==> src/rtl/mips_fetch_stage_if.sv <==
// Fetch-stage bundle: instruction-memory port, hazard/redirect controls from decode,
// IF/ID pipeline register outputs and fetch performance counters.
interface mips_fetch_stage_if;
    logic        stall;
    logic        branch_taken;
    logic [31:0] branch_target;
    logic [31:0] imem_rdata;
    logic [31:0] imem_addr;
    logic [31:0] ifid_instr;
    logic [31:0] ifid_pc_plus4;
    logic        ifid_valid;
    logic [31:0] fetch_count;
    logic [31:0] bubble_count;

    // Fetch-stage view
    modport master (
        input  stall, branch_taken, branch_target, imem_rdata,
        output imem_addr, ifid_instr, ifid_pc_plus4, ifid_valid, fetch_count, bubble_count
    );

    // Pipeline / memory-side view
    modport slave (
        output stall, branch_taken, branch_target, imem_rdata,
        input  imem_addr, ifid_instr, ifid_pc_plus4, ifid_valid, fetch_count, bubble_count
    );
endinterface

==> src/rtl/mips_fetch_stage.sv <==
// MIPS instruction-fetch stage: PC register, IF/ID pipeline register, stall and redirect.
// Optional fetch/bubble counters are built when FETCH_PERF_COUNTERS_EN is defined.
module mips_fetch_stage #(
    parameter logic [31:0] RESET_PC  = 32'h0000_0000,
    parameter logic [31:0] NOP_INSTR = 32'h0000_0000
) (
    input  logic                     clk,
    input  logic                     rst,
    mips_fetch_stage_if.master       fif
);

    logic [31:0] pc_q, pc_d;
    logic [31:0] pc_plus4;
    logic [31:0] instr_q, instr_d;
    logic [31:0] pc4_q, pc4_d;
    logic        valid_q, valid_d;

    assign pc_plus4 = pc_q + 32'd4;

    // Redirect outranks stall so a taken branch is never lost behind a hazard.
    always_comb begin
        pc_d    = pc_q;
        instr_d = instr_q;
        pc4_d   = pc4_q;
        valid_d = valid_q;
        if (fif.branch_taken) begin
            pc_d    = fif.branch_target;
            instr_d = NOP_INSTR;
            pc4_d   = 32'd0;
            valid_d = 1'b0;
        end else if (!fif.stall) begin
            pc_d    = pc_plus4;
            instr_d = fif.imem_rdata;
            pc4_d   = pc_plus4;
            valid_d = 1'b1;
        end
    end

    always_ff @(posedge clk or negedge rst) begin
        if (!rst) begin
            pc_q    <= RESET_PC;
            instr_q <= NOP_INSTR;
            pc4_q   <= 32'd0;
            valid_q <= 1'b0;
        end else begin
            pc_q    <= pc_d;
            instr_q <= instr_d;
            pc4_q   <= pc4_d;
            valid_q <= valid_d;
        end
    end

    assign fif.imem_addr     = pc_q;
    assign fif.ifid_instr    = instr_q;
    assign fif.ifid_pc_plus4 = pc4_q;
    assign fif.ifid_valid    = valid_q;

`ifdef FETCH_PERF_COUNTERS_EN
    logic [31:0] fetch_cnt_q, bubble_cnt_q;

    always_ff @(posedge clk or negedge rst) begin
        if (!rst) begin
            fetch_cnt_q  <= 32'd0;
            bubble_cnt_q <= 32'd0;
        end else if (fif.branch_taken) begin
            bubble_cnt_q <= bubble_cnt_q + 32'd1;
        end else if (!fif.stall) begin
            fetch_cnt_q  <= fetch_cnt_q + 32'd1;
        end
    end

    assign fif.fetch_count  = fetch_cnt_q;
    assign fif.bubble_count = bubble_cnt_q;
`else
    assign fif.fetch_count  = 32'd0;
    assign fif.bubble_count = 32'd0;
`endif

endmodule

==> src/flat_wrapper.sv <==
// flat-port wrapper written by rule: the top's interface ports become plain ports
module mips_fetch_stage_flat 
#(
    parameter logic [31:0] RESET_PC  = 32'h0000_0000,
    parameter logic [31:0] NOP_INSTR = 32'h0000_0000
)
  (clk, rst, fif_stall, fif_branch_taken, fif_branch_target, fif_imem_rdata, fif_imem_addr, fif_ifid_instr, fif_ifid_pc_plus4, fif_ifid_valid, fif_fetch_count, fif_bubble_count);
  mips_fetch_stage_if fif_i ();
  input  logic clk;
  input  logic rst;
  input wire logic [$bits(fif_i.stall)-1:0] fif_stall;
  input wire logic [$bits(fif_i.branch_taken)-1:0] fif_branch_taken;
  input wire logic [$bits(fif_i.branch_target)-1:0] fif_branch_target;
  input wire logic [$bits(fif_i.imem_rdata)-1:0] fif_imem_rdata;
  output wire logic [$bits(fif_i.imem_addr)-1:0] fif_imem_addr;
  output wire logic [$bits(fif_i.ifid_instr)-1:0] fif_ifid_instr;
  output wire logic [$bits(fif_i.ifid_pc_plus4)-1:0] fif_ifid_pc_plus4;
  output wire logic [$bits(fif_i.ifid_valid)-1:0] fif_ifid_valid;
  output wire logic [$bits(fif_i.fetch_count)-1:0] fif_fetch_count;
  output wire logic [$bits(fif_i.bubble_count)-1:0] fif_bubble_count;
  assign fif_i.stall = fif_stall;
  assign fif_i.branch_taken = fif_branch_taken;
  assign fif_i.branch_target = fif_branch_target;
  assign fif_i.imem_rdata = fif_imem_rdata;
  assign fif_imem_addr = fif_i.imem_addr;
  assign fif_ifid_instr = fif_i.ifid_instr;
  assign fif_ifid_pc_plus4 = fif_i.ifid_pc_plus4;
  assign fif_ifid_valid = fif_i.ifid_valid;
  assign fif_fetch_count = fif_i.fetch_count;
  assign fif_bubble_count = fif_i.bubble_count;
  mips_fetch_stage #(.RESET_PC(RESET_PC), .NOP_INSTR(NOP_INSTR)) u_core (.clk(clk), .rst(rst), .fif(fif_i));
endmodule
==> config.mk <==
export PLATFORM = sky130hd
export DESIGN_NAME = mips_fetch_stage_flat
export DESIGN_NICKNAME = d
export VERILOG_FILES = /design/src/rtl/mips_fetch_stage_if.sv /design/src/rtl/mips_fetch_stage.sv /design/src/flat_wrapper.sv
export SDC_FILE = /design/constraint.sdc
export NUM_CORES = 1
export LEC_CHECK = 0
export BUFFER_PORTS_ARGS = -buffer_cell sky130_fd_sc_hd__buf_2
export CAP_MARGIN = 0
export CORE_AREA = 2 2 113 115
export CTS_BUF_LIST = sky130_fd_sc_hd__clkbuf_2
export CTS_CLUSTER_SIZE = 24
export DETAILED_ROUTE_END_ITERATION = 7
export DIE_AREA = 0 0 115 117
export GPL_TIMING_DRIVEN = 0
export PLACE_DENSITY = 0.83
export SETUP_SLACK_MARGIN = 0.1
export SLEW_MARGIN = 20
export SYNTH_ARGS = -nofsm -noshare
export SYNTH_HDL_FRONTEND = slang
export SYNTH_SLANG_ARGS = --single-unit
==> constraint.sdc <==
create_clock -name clk -period 2.1 [get_ports clk]
set_input_delay 0.105 -clock clk [delete_from_list [all_inputs] [get_ports clk]]
set_output_delay 0.105 -clock clk [all_outputs]
set_load 0.005 [all_outputs]
### Word level (Yosys, flattened, before mapping)

Index checks and enable logic that the tools add are counted.
W data, S select, Z words.

| cells by class | value |
|---|---|
| add/subtract/negate cells | 1 |
| multiplexer cells | 7 |
| eq/ne operators | 1 |

Operators by type and width:

| cell | count |
|---|---|
| $mux W32 | 5 |
| $add A32 B3 Y32 const B | 1 |
| $mux W1 | 2 |
| $ne A2 B1 Y1 const B | 1 |

| storage, ports and cells | value |
|---|---|
| register bits | 97 |
| input port bits | 68 |
| logic and storage cells | 13 |
| output and inout bits | 161 |

### Logic depth before layout (Yosys ltp)

Gate-level depths: netlist (run 1).

| logic depth | value |
|---|---|
| word-level depth | 3 |
| depth in mapped cells | 8 |
| gate-level depth less buffers | 6 |

### Worst setup path before layout (run 1)

No wires, ideal clock.

| path | value |
|---|---|
| path type | register to register |
| from | register u_core.pc_q[2] (netlist: u_core.fif.imem_addr[2]) |
| to | register u_core.pc_q[26] (netlist: u_core.fif.imem_addr[26]) |
| setup time | 0.125 ns |
| arrival | 1.774 ns |
| path slack | 0.201 ns |
| required time | 1.975 ns |
| buffers on the path | 0 |
| clock period less this slack | 1.899 ns |
| stages on the path, launching flop included | 7 |
| cells stage by stage | dfrtp_1 -> ha_1 -> nand4_1 -> nor4_1 -> nand3_1 -> xnor2_1 -> mux2_2 |

| on the way | value |
|---|---|
| word-level cells in the longest chain between the ends | 3 |

Ends and longest elaborated chain:

| element | RTL line | text |
|---|---|---|
| start, declared | mips_fetch_stage.sv:12 | `logic [31:0] pc_q, pc_d;` |
| start signal, assigned | mips_fetch_stage.sv:46 | `pc_q <= pc_d;` |
| $add A32 B3 Y32 | mips_fetch_stage.sv:18 | `assign pc_plus4 = pc_q + 32'd4;` |
| $mux W32 | mips_fetch_stage.sv:31 | `end else if (!fif.stall) begin` |
| $mux W32 | mips_fetch_stage.sv:26 | `if (fif.branch_taken) begin` |

Every way passes these cells. The select of a mux whose other input is x is not followed.
A chain may end at the register's enable or synchronous reset.

### Final worst setup path (run 1)

| path | value |
|---|---|
| from | register u_core.pc_q[5] (netlist: u_core.fif.imem_addr[5]) |
| to | register u_core.pc_q[26] (netlist: u_core.fif.imem_addr[26]) |

Same word-level chain as after synthesis.

==> flow_metrics.py, run 1 <==
metrics = {
    "clocking": {
        "cts_tree": "done",
        "clock-root-buffer": "clkbuf_2",
        "h-tree-depth": 3,
        "clk_latency_ns": 0.56,
        "cts_buffers": 9,
        "clockBufferDepth": 2,
        "clk_pin_slew_ns": 0.25,
        "clkSinkCount": 97,
    },
    "worst_hold_path": {
        "hold_path.class": "input port to flip-flop",
        "min_from": "fif_branch_taken",
        "hold_depth": 4,
        "min_to": "u_core.fif.imem_addr[28]$_DFFE_PN0N_",
    },
    "setup_path": {
        "r2r_cells": 6,
        "r2r_setup_slack_ns": 0.11,
        "slowest_delay_ns": 0.46,
        "slowest_stage": "nor4_4",
        "worstSetupPathType": "flip-flop to flip-flop",
        "critPathArrivalTime_ns": 2.48,
        "cp-start-kind": "flip-flop",
        "path_max_fanout": 11,
        "crit_chain": "buf_4, nand4_1, nor4_4, nand3_1, xnor2_1, mux2_2",
        "reg2reg_from": "u_core.fif.imem_addr[5]$_DFFE_PN0N_",
        "timing.critical_path.from": "u_core.fif.imem_addr[5]$_DFFE_PN0N_",
        "end_kind": "flip-flop",
        "crit_required_ns": 2.59,
        "worstReg2RegEnd": "u_core.fif.imem_addr[26]$_DFFE_PN0N_",
    },
    "placed_design": {
        "place.detailed.hpwl_um": 11000,
        "globalplace.congestion": 0.861,
        "place_ws_ns": -0.187,
        "placed_area_mm2": 0.00668,
        "port_buffers": 162,
    },
    "route": {
        "route.detailed.drc": 0,
        "wl_per_cell_um": 15.7,
        "first_pass_iters": 7,
        "vias_per_cell": 4.93,
        "wl_um": 16200,
        "vias": 5080,
        "drtAntennaViolNets": 0,
        "dr.first_iter.drc_count": 421,
    },
    "timing": {
        "fin_crit_sh_pct": 94.8,
        "slew_viol_final": 0,
        "post-route-min-period_ns": 1.99,
        "worstMarginPinSlew_ns": 0.682,
        "rsz0062_at_grt": "yes",
        "final_hold_viol_count": 0,
        "hold-worst-slack_ns": 0.163,
        "setup_tns_ns": 0,
        "fin_ws_ns": 0.110,
        "fmax_mhz": 502,
        "skew_ns": 0.0149,
        "setup_viol": 0,
        "slew_headroom_pct": 54.5,
    },
    "logic_synthesis": {
        "syn_inst": 558,
        "yosysSeqAreaShare_pct": 44.9,
        "synth_top_area_cell": "dfrtp_1",
        "synthArstFlopShare_pct": 100,
        "synth_top_area_share_pct": 44.9,
        "syn_avg_cell_area_um2": 9.69,
        "yosys_warnings": 0,
        "synth_edf_count": 0,
        "synth_ff_type": "dfrtp_1",
        "synth_seq_cells": 97,
        "synthDistinctLibCells": 44,
        "synth_area_mm2": 0.00541,
        "synth_area_leaders": "dfrtp_1 (45%), buf_4 (9.7%), mux2i_1 (7.4%), xnor2_1 (5.8%), nor2_1 (4.4%)",
    },
    "flow_run": {
        "maxCapViolCount": 0,
    },
    "grt": {
        "grt_pass1_wl_um": 24100,
        "grt_max_degree": 71,
        "antenna_found_initial": 2,
        "grt-ovfl-total": 0,
        "grt_pass1_vias": 4759,
        "grt_util_all_layers_pct": 23.1,
    },
    "power_and_ir_drop": {
        "p_leak_nw": 3.92,
        "powerDensity_mw_per_mm2": 544,
        "ir_drop_uv": 348,
    },
    "layout": {
        "post-route-util_pct": 62.2,
        "drive_gt1_share_pct": 33.9,
        "area_growth_pct": 41.5,
        "nets": 942,
        "final_cell_area_mm2": 0.00765,
    },
    "floorplan": {
        "floorplan.die_area_mm2": 0.0135,
        "rows": 41,
        "core_mm2": 0.0123,
        "num_io_pins": 229,
        "die_h_um": 117,
        "start_util_pct": 43.9,
        "fp.dieW_um": 115,
    },
    "run_status": {
        "outcome": "finished clean",
    },
}
## how the worst max path moves through the flow
stage | to | slack, ns | cells past startpoint
after floorplan | u_core.fif.imem_addr[26]$_DFFE_PN0N_ | 0.20 | 6
after global placement | u_core.fif.imem_addr[26]$_DFFE_PN0N_ | -0.22 | 6
after detailed placement | u_core.fif.imem_addr[26]$_DFFE_PN0N_ | -0.19 | 6
after CTS | u_core.fif.ifid_pc_plus4[20]$_DFFE_PN0N_ | 0.13 | 7
after global routing | u_core.fif.imem_addr[16]$_DFFE_PN0N_ | 0.01 | 7
final | u_core.fif.imem_addr[26]$_DFFE_PN0N_ | 0.11 | 6
## synth_stat cells (2+ instances only)
master     n
a21o_1     4
mux2i_1   40
nor2b_1    4
and4_1     8
o21a_1     5
buf_4     70
nand2_1   43
buf_2     10
a21oi_1   15
nand4_4    2
or2_2      2
o21ai_1    3
nor2_1    64
inv_1     11
nand3_1    7
nand4_1   12
o21ai_0   31
xnor2_1   36
or3_1      4
mux2_2     4
nor4_2     2
nor4_1     6
and3_1     3
xor2_1    16
dfrtp_1   97
buf_1      4
nor3_1    16
nand4_2    2
a211oi_1   6
clkbuf_1  17
## layer usage
metal	up-vias	GRT usage, %	routed length (um)
li1	2385	-	-
met1	2398	29.0	6450
met2	243	38.0	7890
met3	54	4.84	1280
met4	0	12.0	602
met5	-	0	0
## kinds of logic (layout without fill, tap and decap cells)
group	Yosys count	in the layout	synth area share [%]
XOR/XNOR	52	52	8.42
multiplexers	44	44	8.24
flip-flops	97	97	44.9
buffers and inverters	113	369	13.1
adder cells (fa/ha/maj)	1	1	0.231
AO/OA/AOI/OAI	67	67	7.17
other	1	66	0.0693
AND/OR/NAND/NOR	183	184	17.9
## cells in the final DEF, fill, tap and decap left out, types with 13 or more instances in the layout
cell type / n
xor2_1: 16
a21oi_1: 15
mux2i_1: 40
clkbuf_1: 17
nand2_1: 43
nor3_1: 13
buf_4: 79
nor2_1: 64
o21ai_0: 31
conb_1: 64
dfrtp_1: 96
xnor2_1: 36
buf_2: 170
dlygate4sd3_1: 66
## metrics by stage
stage	std cells	total power [mW]
final	1030	4.17
after global routing	1030	4.39
after CTS	1021	4.15
after detailed placement	934	3.02
after global placement	933	2.99
after floorplan	621	2.64
## registers in the layout (all words and copies together) (netlist names)
register and count:
u_core.fif.ifid_valid 1, u_core.fif.ifid_instr 32, u_core.fif.ifid_pc_plus4 32, u_core.fif.imem_addr 32
## power by group
part	internal [mW]	leakage [nW]	switching, mW
clock	0.394	0.0814	0.628
sequential	2.01	1.25	0.132
combinational	0.512	2.59	0.492
## critical path, delay by kind of cell, from the launching register on
family,cells,cell delay [ns]
AND/OR/NAND/NOR,3,0.89
flip-flops,1,0.42
multiplexers,1,0.26
buffers and inverters,1,0.22
XOR/XNOR,1,0.15
## layout make-up
class | count | area [um2]
Fill cell | 1029 | 4660
Multi-Input combinational cell | 412 | 2590
Sequential cell | 97 | 2430
Timing Repair Buffer | 240 | 1600
Buffer | 102 | 672
Tap cell | 150 | 188
Clock inverter | 6 | 81.3
Clock buffer | 10 | 50.0
Inverter | 11 | 41.3
Antenna cell | 2 | 5.00
## repair_timing
item / in CTS / in global routing
resized for setup: 6 / 8
setup buffers: 4 / 6
cloned: 0 / 1
endpoints found under the hold margin: 161 / 0
pin swaps: 0 / 4
setup endpoints to repair: 19 / 20
hold buffers: 67 / 0
Note: power is estimated with default switching activity, not from simulation.
==> run 2, diff against run 1 <==
--- a/config.mk
+++ b/config.mk
@@ -7,13 +7,13 @@
 export LEC_CHECK = 0
 export BUFFER_PORTS_ARGS = -buffer_cell sky130_fd_sc_hd__buf_2
 export CAP_MARGIN = 0
-export CORE_AREA = 2 2 113 115
+export CORE_AREA = 2 2 107 109
 export CTS_BUF_LIST = sky130_fd_sc_hd__clkbuf_2
 export CTS_CLUSTER_SIZE = 24
 export DETAILED_ROUTE_END_ITERATION = 7
-export DIE_AREA = 0 0 115 117
+export DIE_AREA = 0 0 109 111
 export GPL_TIMING_DRIVEN = 0
-export PLACE_DENSITY = 0.83
+export PLACE_DENSITY = 0.9
 export SETUP_SLACK_MARGIN = 0.1
 export SLEW_MARGIN = 20
 export SYNTH_ARGS = -nofsm -noshare
==> flow_metrics.py, run 2 (synthesized netlist as in run 1, its figures left out) <==
metrics = {
    "setup_path": {
        "timing.critical_path.from": "u_core.fif.imem_addr[3]$_DFFE_PN0N_",
        "critPathArrivalTime_ns": 2.47,
        "reg2reg_from": "u_core.fif.imem_addr[3]$_DFFE_PN0N_",
        "cp-start-kind": "flip-flop",
        "crit_required_ns": 2.62,
        "path_max_fanout": 5,
        "end_kind": "flip-flop",
        "worstSetupPathType": "flip-flop to flip-flop",
        "r2r_setup_slack_ns": 0.15,
    },
    "floorplan": {
        "core_mm2": 0.0111,
        "floorplan.die_area_mm2": 0.0121,
        "rows": 39,
        "fp.dieW_um": 109,
        "start_util_pct": 48.8,
        "die_h_um": 111,
        "num_io_pins": 229,
    },
    "clocking": {
        "clockBufferDepth": 2,
        "clock-root-buffer": "clkbuf_2",
        "h-tree-depth": 3,
        "cts_tree": "done",
        "clkSinkCount": 97,
        "cts_buffers": 9,
        "clk_latency_ns": 0.58,
        "clk_pin_slew_ns": 0.29,
    },
    "grt": {
        "grt-ovfl-total": 0,
        "grt_pass1_wl_um": 24600,
        "grt_pass1_vias": 4747,
        "grt_max_degree": 62,
        "antenna_found_initial": 1,
        "grt_util_all_layers_pct": 26.3,
    },
    "route": {
        "wl_um": 15800,
        "route.detailed.drc": 0,
        "vias": 4981,
        "wl_per_cell_um": 15.4,
        "wl_met1_um": 6150,
        "met2_wirelength_um": 7890,
        "wl_met3_um": 1200,
        "first_pass_iters": 5,
        "highest_layer": "met4",
        "vias_per_cell": 4.86,
        "dr.first_iter.drc_count": 326,
        "drtAntennaViolNets": 0,
    },
    "timing": {
        "final_hold_viol_count": 0,
        "skew_ns": 0.0327,
        "slew_headroom_pct": 51.3,
        "setup_viol": 0,
        "fin_crit_sh_pct": 92.8,
        "post-route-min-period_ns": 1.95,
        "setup_tns_ns": 0,
        "slew_viol_final": 0,
        "worstMarginPinSlew_ns": 0.730,
        "fmax_mhz": 513,
        "rsz0062_at_grt": "yes",
    },
    "layout": {
        "final_common_cell": "buf_2",
        "drive_gt1_share_pct": 34.4,
        "final_cell_count_no_fill": 1024,
        "nets": 944,
        "area_growth_pct": 40.8,
        "layout_common_cells": "buf_2 (170), dfrtp_1 (95), buf_4 (82)",
    },
    "placed_design": {
        "place_inst": 927,
        "place.detailed.hpwl_um": 10700,
        "port_buffers": 162,
        "globalplace.congestion": 0.912,
    },
    "flow_run": {
        "maxCapViolCount": 0,
    },
    "power_and_ir_drop": {
        "ir_drop_uv": 325,
        "powerDensity_mw_per_mm2": 526,
        "p_leak_nw": 3.91,
    },
    "worst_hold_path": {
        "hold_path.class": "input port to flip-flop",
        "min_from": "fif_branch_taken",
    },
    "run_status": {
        "outcome": "finished clean",
    },
}
## run 2: path summary, 6_finish.rpt
| check | endpoint | depth (start not counted) |
|---|---|---|
| setup / recovery | u_core.fif.ifid_pc_plus4[15]$_DFFE_PN0N_ | 8 |
| hold / removal | u_core.fif.imem_addr[30]$_DFFE_PN0N_ | 4 |
| setup reg to reg | u_core.fif.ifid_pc_plus4[15]$_DFFE_PN0N_ | 8 |
| hold reg to reg | u_core.fif.ifid_valid$_DFFE_PN0N_ | 2 |
| max in group asynchronous | u_core.fif.imem_addr[2]$_DFFE_PN0N_ | 4 |
| min in group asynchronous | u_core.fif.ifid_instr[3]$_DFFE_PN0N_ | 4 |
## run 2: layout make-up
class | count | area, um2
flip-flops and latches | 97 | 2430
well taps | 143 | 179
diodes | 1 | 2.50
inverters | 11 | 41.3
repair buffers | 243 | 1620
clock buffers | 9 | 45.0
plain buffers | 102 | 672
fillers | 854 | 3460
clock inverters | 7 | 58.8
multi-input cells | 411 | 2560
## run 2: per-stage QoR
step | worst slack (ns) | util (%) | area, um2 | hold WS (ns) | power [mW]
after global placement | -0.236 | 59.9 | 6630 | 0.311 | 2.99
after floorplan | 0.201 | - | 5640 | -0.191 | 2.64
final | 0.150 | 68.7 | 7610 | 0.113 | 4.00
after global routing | 0.0442 | 68.7 | 7610 | 0.106 | 4.24
after detailed placement | -0.248 | 60.2 | 6670 | 0.0302 | 3.01
after CTS | 0.0611 | 67.7 | 7500 | 0.0854 | 4.00
## run 2: power breakdown
group	leakage, nW	internal [mW]	total, mW	switching (mW)
Combinational	2.60	0.512	0.995	0.483
Clock	0.0652	0.180	0.870	0.691
Sequential	1.25	2.01	2.14	0.131
## run 2: critical path: stages (launching register included)
cell and delay, ns:
dfrtp_1 0.42, buf_4 0.12, buf_4 0.10, and4_1 0.18, buf_4 0.16, nand4_2 0.21, or3_1 0.37, a21o_1 0.22
a21oi_1 0.14
## run 2: layer usage
layer,vias up,track usage (%)
li1,2386,-
met1,2315,33.9
met2,234,41.9
met3,46,5.17
met4,0,13.2
met5,-,0
## run 2: repair_timing
item,4_1_cts,5_1_grt
gates resized for setup,4,11
hold buffers,67,0
pin swaps,0,3
hold endpoints to repair,161,0
endpoints found under the setup margin,20,25
gates cloned,0,0
setup buffers,5,8
==> run 3, diff against run 2 <==
--- a/config.mk
+++ b/config.mk
@@ -13,7 +13,7 @@
 export DETAILED_ROUTE_END_ITERATION = 7
 export DIE_AREA = 0 0 109 111
 export GPL_TIMING_DRIVEN = 0
-export PLACE_DENSITY = 0.9
+export PLACE_DENSITY = 0.89
 export SETUP_SLACK_MARGIN = 0.1
 export SLEW_MARGIN = 20
 export SYNTH_ARGS = -nofsm -noshare
==> flow_metrics.py, run 3 (synthesized netlist as in run 1, its figures left out) <==
metrics = {
    "power_and_ir_drop": {
        "p_leak_nw": 3.91,
        "switching_share_pct": 31.6,
        "seqPwrFrac_pct": 52.6,
        "power.switching_mw": 1.29,
        "powerDensity_mw_per_mm2": 532,
        "intPower_mw": 2.79,
        "clkPwrFrac_pct": 22.4,
        "ir_drop_uv": 324,
        "combPwrFrac_pct": 25.0,
    },
    "floorplan": {
        "start_util_pct": 48.8,
        "floorplan.die_area_mm2": 0.0121,
        "die_h_um": 111,
        "rows": 39,
        "num_io_pins": 229,
        "fp.dieW_um": 109,
        "core_mm2": 0.0111,
    },
    "timing": {
        "fin_ws_ns": 0.0671,
        "fin_crit_sh_pct": 96.8,
        "fmax_mhz": 492,
        "hold-worst-slack_ns": 0.150,
        "final_hold_viol_count": 0,
        "slew_viol_final": 0,
        "setup_viol": 0,
        "rsz0062_at_grt": "yes",
        "skew_ns": 0.0140,
        "slew_headroom_pct": 51.5,
        "post-route-min-period_ns": 2.03,
        "worstMarginPinSlew_ns": 0.728,
    },
    "setup_path": {
        "worstSetupPathDepth": 7,
        "critPathArrivalTime_ns": 2.58,
        "crit_end": "u_core.fif.ifid_pc_plus4[19]$_DFFE_PN0N_",
        "slowest_delay_ns": 0.42,
        "crit_required_ns": 2.64,
        "worstSetupPathType": "flip-flop to flip-flop",
        "worstReg2RegEnd": "u_core.fif.ifid_pc_plus4[19]$_DFFE_PN0N_",
        "crit_chain": "buf_4, and3_1, nand4_1, buf_4, or3_1, a21o_1, a21oi_2",
        "slowest_stage": "dfrtp_1",
        "timing.critical_path.from": "u_core.fif.imem_addr[11]$_DFFE_PN0N_",
        "reg2reg_from": "u_core.fif.imem_addr[11]$_DFFE_PN0N_",
        "cpMostUsedCell": "buf_4",
        "cp-start-kind": "flip-flop",
        "crit_family": "simple AND/OR/NAND/NOR gates",
        "r2r_setup_slack_ns": 0.07,
        "end_kind": "flip-flop",
        "r2r_cells": 7,
        "path_max_fanout": 9,
        "critPathBufInv": 2,
    },
    "placed_design": {
        "globalplace.congestion": 0.900,
        "port_buffers": 162,
        "place.detailed.hpwl_um": 10700,
        "place_inst": 927,
        "place_ws_ns": -0.182,
        "placed_area_mm2": 0.00667,
    },
    "route": {
        "dr.first_iter.drc_count": 497,
        "route.detailed.drc": 0,
        "first_pass_iters": 8,
        "vias_per_cell": 5.13,
        "wl_um": 16900,
        "drtAntennaViolNets": 0,
        "wl_per_cell_um": 16.5,
        "vias": 5248,
    },
    "layout": {
        "n_fill_cell": 842,
        "final_cell_count_no_fill": 1024,
        "final_cell_area_mm2": 0.00765,
        "area_growth_pct": 41.5,
        "final_common_cell": "buf_2",
        "nets": 944,
        "drive_gt1_share_pct": 35.0,
        "layout_common_cells": "buf_2 (170), dfrtp_1 (93), buf_4 (83)",
    },
    "clocking": {
        "clockBufferDepth": 2,
        "cts_tree": "done",
        "clk_pin_slew_ns": 0.26,
        "clock-root-buffer": "clkbuf_2",
        "clk_latency_ns": 0.59,
        "clkSinkCount": 97,
        "h-tree-depth": 3,
        "cts_buffers": 9,
    },
    "grt": {
        "grt_max_degree": 72,
        "grt-ovfl-total": 0,
        "grt_pass1_wl_um": 25300,
        "grt_util_all_layers_pct": 27.2,
        "antenna_found_initial": 2,
        "grt_pass1_vias": 4939,
    },
    "flow_run": {
        "maxCapViolCount": 0,
    },
    "worst_hold_path": {
        "hold_path.class": "input port to flip-flop",
    },
    "run_status": {
        "outcome": "finished clean",
    },
}
==> run 3: how the worst min path moves through the flow <==
stage                          startpoint                              endpoint  slack [ns]  cells past startpoint
finish                   fif_branch_taken  u_core.fif.imem_addr[13]$_DFFE_PN0N_        0.15                      4
global route             fif_branch_taken  u_core.fif.imem_addr[10]$_DFFE_PN0N_        0.16                      4
CTS                      fif_branch_taken  u_core.fif.imem_addr[30]$_DFFE_PN0N_        0.10                      4
detailed placement                    rst  u_core.fif.imem_addr[23]$_DFFE_PN0N_       -0.01                      1
global placement    fif_branch_target[17]  u_core.fif.imem_addr[17]$_DFFE_PN0N_        0.31                      3
floorplan                             rst  u_core.fif.ifid_instr[0]$_DFFE_PN0N_       -0.19                      0
==> run 3: worst min-delay path, cell delays in order <==
cell and delay [ns]:
clkbuf_1 0.19, clkbuf_1 0.29, nand2_1 0.10, o21ai_0 0.06
==> run 3: metal layers <==
layer	wire length [um]	global-route usage, %	vias up
met5	0	0	-
met1	6330	34.3	2455
met2	8200	43.1	319
met4	926	14.4	0
li1	-	-	2382
met3	1480	5.94	92
==> run 3: what timing repair did <==
item / 4_1_cts / 5_1_grt
hold buffers: 67 / 0
setup endpoints to repair: 18 / 28
buffers inserted: 1 / 12
hold endpoints to repair: 161 / 0
gates resized for setup: 6 / 17
pin swaps: 0 / 4
==> run 3: power groups by stage <==
stage | clock network [mW] | logic [mW] | registers, mW
6_report | 0.913 | 1.02 | 2.14
5_1_grt | 0.993 | 1.11 | 2.16
2_1_floorplan | 0 | 0.484 | 2.16
4_1_cts | 0.907 | 0.957 | 2.14
3_3_place_gp | 0 | 0.824 | 2.16
3_5_place_dp | 0 | 0.848 | 2.17
==> run 3: layout make-up <==
cell class                      count  area [um2]  share of cell area, %
Inverter                           11        41.3                  0.539
Timing Repair Buffer              243        1620                   21.2
Clock inverter                      6        60.1                  0.785
Buffer                            102         672                   8.78
Antenna cell                        2        5.00                 0.0654
Multi-Input combinational cell    411        2600                   33.9
Clock buffer                        9        45.0                  0.589
Tap cell                          143         179                   2.34
Sequential cell                    97        2430                   31.8
==> run 3: metrics by stage <==
step                utilization (%)  power (mW)  setup TNS, ns
floorplan                         -        2.64              0
global placement               59.9        2.99          -7.85
global route                   69.1        4.27              0
finish                         69.1        4.07              0
detailed placement             60.2        3.02         -0.264
CTS                            67.6        4.00              0
